**config.mk**
```make
export PLATFORM = sky130hd
export DESIGN_NAME = rr_arbiter4_flat
export DESIGN_NICKNAME = d
export VERILOG_FILES = /design/src/rtl/rr_arbiter4_if.sv /design/src/rtl/rr_arbiter4.sv /design/src/flat_wrapper.sv
export SDC_FILE = /design/constraint.sdc
export NUM_CORES = 1
export LEC_CHECK = 0
export CORE_UTILIZATION = 30
export CTS_CLUSTER_SIZE = 28
export DETAILED_ROUTE_END_ITERATION = 8
export GPL_ROUTABILITY_DRIVEN = 0
export PLACE_DENSITY_LB_ADDON = 0.2
export RECOVER_POWER = 100
export SLEW_MARGIN = 20
export SYNTH_ARGS = -nofsm -noshare
export SYNTH_HDL_FRONTEND = slang
export SYNTH_SLANG_ARGS = --single-unit
export TNS_END_PERCENT = 30
```
**constraint.sdc**
```tcl
create_clock -name clk -period 5.25 [get_ports clk]
set_clock_uncertainty 0.05 [all_clocks]
set_input_delay 0.525 -clock clk [delete_from_list [all_inputs] [get_ports clk]]
set_output_delay 0.525 -clock clk [all_outputs]
set_load 0.05 [all_outputs]
```
**src/rtl/rr_arbiter4_if.sv**
```systemverilog
// rr_arbiter4_if: request/grant bundle between four masters and the round-robin arbiter
//   req       [3:0] level-sensitive requests, bit i = master i
//   gnt       [3:0] registered one-hot grant, zero when idle
//   gnt_id    [1:0] encoded grant index (1->00, 2->01, 4->10, 8->11)
//   gnt_valid       high exactly when gnt is non-zero
//   modport master: drives req, observes grant
//   modport slave : the arbiter side
interface rr_arbiter4_if;
   logic [3:0] req;
   logic [3:0] gnt;
   logic [1:0] gnt_id;
   logic       gnt_valid;
   modport master (output req, input gnt, gnt_id, gnt_valid);
   modport slave  (input req, output gnt, gnt_id, gnt_valid);
endinterface

```
**src/rtl/rr_arbiter4.sv**
```systemverilog
// rr_arbiter4: four-requester round-robin arbiter with held grants and optional hold timeout
//   clk  rising-edge clock
//   rst  synchronous active-high reset
//   bus  rr_arbiter4_if.slave (req in; gnt, gnt_id, gnt_valid out)
//   MAX_HOLD, CNT_W  hold limit and counter width, used only when
//   RR_ARBITER4_TIMEOUT_EN is defined (forces release after MAX_HOLD cycles)
module rr_arbiter4 #(
   parameter int MAX_HOLD = 8,
   parameter int CNT_W    = 4
) (
   input logic          clk,
   input logic          rst,
   rr_arbiter4_if.slave bus
);
   typedef enum logic {IDLE, GRANT} state_t;
   state_t     state, state_n;
   logic [1:0] owner, owner_n, ptr, ptr_n, win;
   logic [3:0] elig;
   logic       win_ok, rel, tmo;
   if (MAX_HOLD < 2 || MAX_HOLD > (1 << CNT_W)) begin : g_bad_max_hold
      $error("rr_arbiter4: MAX_HOLD out of range 2..2^CNT_W");
   end
   // The current owner is masked whenever it gives up the grant, even if it
   // re-raises its request in the same cycle.
   always_comb begin
      elig   = (state == GRANT) ? bus.req & ~(4'b0001 << owner) : bus.req;
      win_ok = 1'b0;
      win    = ptr;
      // Scan from the far end so the nearest requester to ptr wins.
      for (int i = 3; i >= 0; i--) begin
         if (elig[ptr + 2'(i)]) begin
            win_ok = 1'b1;
            win    = ptr + 2'(i);
         end
      end
   end
`ifdef RR_ARBITER4_TIMEOUT_EN
   logic [CNT_W-1:0] cnt, cnt_n;
   assign tmo   = (state == GRANT) && (cnt == CNT_W'(MAX_HOLD - 1)) && |elig;
   // Restart on any re-arbitration; wrap at MAX_HOLD-1 when nobody else waits.
   assign cnt_n = (rel || cnt == CNT_W'(MAX_HOLD - 1)) ? '0 : cnt + CNT_W'(1);
`else
   assign tmo = 1'b0;
`endif
   always_comb begin
      state_n = state;
      owner_n = owner;
      ptr_n   = ptr;
      rel     = (state == IDLE) || !bus.req[owner] || tmo;
      if (rel) begin
         state_n = win_ok ? GRANT : IDLE;
         owner_n = win_ok ? win : owner;
         ptr_n   = win_ok ? win + 2'd1 : ptr;
      end
   end
   always_ff @(posedge clk) begin
      if (rst) begin
         state <= IDLE;
         owner <= 2'd0;
         ptr   <= 2'd0;
`ifdef RR_ARBITER4_TIMEOUT_EN
         cnt   <= '0;
`endif
      end else begin
         state <= state_n;
         owner <= owner_n;
         ptr   <= ptr_n;
`ifdef RR_ARBITER4_TIMEOUT_EN
         cnt   <= cnt_n;
`endif
      end
   end
   // All three outputs decode the same registered state, so they never disagree.
   assign bus.gnt       = (state == GRANT) ? 4'b0001 << owner : 4'b0000;
   assign bus.gnt_id    = (state == GRANT) ? owner : 2'd0;
   assign bus.gnt_valid = (state == GRANT);
endmodule

```
**src/flat_wrapper.sv**
```systemverilog
// flat-port wrapper written by rule: the top's interface ports become plain ports
module rr_arbiter4_flat 
#(
   parameter int MAX_HOLD = 8,
   parameter int CNT_W    = 4
)
  (clk, rst, bus_req, bus_gnt, bus_gnt_id, bus_gnt_valid);
  rr_arbiter4_if bus_i ();
  input logic clk;
  input logic rst;
  input wire logic [$bits(bus_i.req)-1:0] bus_req;
  output wire logic [$bits(bus_i.gnt)-1:0] bus_gnt;
  output wire logic [$bits(bus_i.gnt_id)-1:0] bus_gnt_id;
  output wire logic [$bits(bus_i.gnt_valid)-1:0] bus_gnt_valid;
  assign bus_i.req = bus_req;
  assign bus_gnt = bus_i.gnt;
  assign bus_gnt_id = bus_i.gnt_id;
  assign bus_gnt_valid = bus_i.gnt_valid;
  rr_arbiter4 #(.MAX_HOLD(MAX_HOLD), .CNT_W(CNT_W)) u_core (.clk(clk), .rst(rst), .bus(bus_i));
endmodule
```
==> flow_metrics.tcl <==
set metrics [dict create \
    rsz0062_at_grt "false" \
    final_common_cell "nor2_1" \
    power.internal_mw 0.202 \
    worstPathArrival_ns 2.83 \
    via_count 483 \
    crit_chain "xnor2_1 -> o221ai_1 -> nor2_2 -> mux4_2 -> or3_1 -> a311oi_2" \
    clkPwrFrac_pct 11.0 \
    whs_path_depth 2 \
    synth_edf_count 0 \
    boundaryPins 13 \
    fin_tns_setup_ns 0 \
    r2r_cells 6 \
    layout_min_cycle_time_ns 2.72 \
    fp-row-count 14 \
    timing.final.crit_share_pct 51.8 \
    multi_input_area_sq_um 369 \
    irDropWorstVdd_mv 0.197 \
    syn_area_sq_um 513 \
    clk_latency_ns 0.24 \
    maxCapViolations 0 \
    switching_share_pct 51.5 \
    num-fill-cells 166 \
    routedWlPerCell_um 13.3 \
    required_ns 5.36 \
    antenna_found_initial 0 \
    setup_viol_count_final 0 \
    endpoint_kind "flip-flop" \
    slew_viol_final 0 \
    cts_buffer_depth 2 \
    synth_nets 64 \
    postSynthCellCount 58 \
    final_antenna_net_count 0 \
    final_cell_mix "nor2_1 (10), dlygate4sd3_1 (8), dfxtp_1 (5)" \
    combPwrFrac_pct 66.1 \
    critical_path.max_fanout 17 \
    tightest_slew_ns 0.641 \
    postCtsSetupBuffers 0 \
    syn_to_final_growth_pct 25.4 \
    clkTransAtPathRegs_ns 0.05 \
    drc_errors 0 \
    max_freq_mhz 368 \
    cp_slowest_cell "dfxtp_1" \
    syn_avg_cell_area_sq_um 8.84 \
    seqPwrFrac_pct 22.8 \
    start_util_pct 32.9 \
    viasPerCell 5.55 \
    hpwl_um 849 \
    die_area_sq_mm 0.00188 \
    path_class "flip-flop to flip-flop" \
    seq_area_sq_um 100 \
    fp.coreArea_sq_mm 0.00156 \
    clockRootBuffer "clkbuf_4" \
    cts_hold_buf 0 \
    ys_seq_area_share_pct 19.5 \
    htree_levels 1 \
    postCtsResizedCells 0 \
    synthArstFlopShare_pct 0 \
    cts_made_buffers 3 \
    grt-ovfl-total 0 \
    cts_tree "done" \
    cts.sinks 5 \
    grt_pass1_vias 441 \
    portBuffers 12 \
    antenna_cells 0 \
    start_kind "flip-flop" \
    grt_pass1_wl_um 1950 \
    synth_seq_cells 5 \
    yosys_warnings 0 \
    hp-class "flip-flop to flip-flop" \
    finalWorstSetupSlack_ns 2.53 \
    switchingPower_mw 0.214 \
    p_leak_nw 0.252 \
    hold_viol_final 0 \
    max_stage_delay_ns 0.71 \
    fp.dieW_um 43.4 \
    totalWireLength_um 1160 \
    die_y_um 43.4 \
    grt_use_total_pct 13.7 \
    ys_dominant_reg_cell "dfxtp_1" \
    grt_max_degree 18 \
    drt_iter0_markers 19 \
    nNetsFinal 78 \
    drive_above_1_share_pct 18.3 \
    relSlewSlack_pct 57.3 \
    drtPass1Iterations 3 \
    power_density_mw_per_mm2 647 \
    synth_cell_types 33 \
    status "finished clean" \
    place_ws_ns 2.50 \
]
## cells in the mapped netlist (2+ instances only)
library cell | n | area [sq um]
dfxtp_1 | 5 | 100
a211oi_1 | 2 | 15.0
nand2b_1 | 4 | 25.0
nand2_1 | 3 | 11.3
buf_6 | 2 | 22.5
nor2_1 | 10 | 37.5
o21ai_0 | 3 | 15.0
inv_1 | 2 | 7.51
o221a_2 | 2 | 22.5
o221ai_2 | 2 | 30.0
## logic make-up (layout without fill, tap and decap cells)
group | Yosys count | count (layout) | synth area share, %
mux | 4 | 4 | 13.7
simple gates | 22 | 22 | 20.7
buf+inv | 5 | 18 | 7.32
compound gates | 20 | 20 | 33.9
xor+xnor | 2 | 2 | 4.88
flops | 5 | 5 | 19.5
## critical path: cells and delay by family (launching register included)
kind	cells	cell delay (ns)
mux	1	0.50
compound gates	2	0.71
xor+xnor	1	0.18
flops	1	0.71
simple gates	2	0.48
## final timing paths
path / startpoint / endpoint / slack [ns]
setup / recovery: u_core.ptr[0] / u_core.ptr[1] / 2.53
hold / removal: u_core.owner[1] / u_core.owner[1] / 0.51
setup reg to reg: u_core.ptr[0] / u_core.ptr[1] / 2.53
hold reg to reg: u_core.owner[1] / u_core.owner[1] / 0.51
## state kept, by name (all words and copies together), names as in the netlist
| signal | cells |
|---|---|
| u_core.owner | 2 |
| u_core.bus.gnt_valid | 1 |
| u_core.ptr | 2 |
## through the flow
stage	hold WS [ns]	power, mW	util [%]	instances	instance area, sq um
final	0.506	0.416	41.3	87	643
after global routing	0.553	0.453	41.3	87	643
after CTS	0.508	0.429	41.7	87	649
after detailed placement	0.499	0.379	40.0	83	623
after global placement	0.503	0.377	40.0	83	623
after floorplan	0.463	0.335	-	58	513
## routing by layer
layer / wire length (um) / vias up / global-route usage, % / part of all wire, %
met1: 564 / 220 / 19.0 / 49
met2: 520 / 15 / 20.9 / 45
li1: - / 248 / - / -
met5: 0 / - / 0 / 0
met4: 0 / 0 / 2.50 / 0
met3: 75 / 0 / 5.00 / 6.5
## cell type report
type                    instances  share of cell area [%]
multi-input cells              48                    57.4
repair buffers                 12                    18.7
flip-flops and latches          5                    15.6
clock buffers                   4                    4.09
well taps                      16                    3.11
inverters                       2                    1.17
## power by group through the flow
stage / logic [mW] / registers (mW) / clock network [mW]
after detailed placement: 0.282 / 0.0969 / 0
after CTS: 0.285 / 0.0961 / 0.0477
after global placement: 0.280 / 0.0965 / 0
final: 0.275 / 0.0951 / 0.0459
after floorplan: 0.267 / 0.0680 / 0
after global routing: 0.302 / 0.101 / 0.0494
Power figures use the tool's default switching activity.
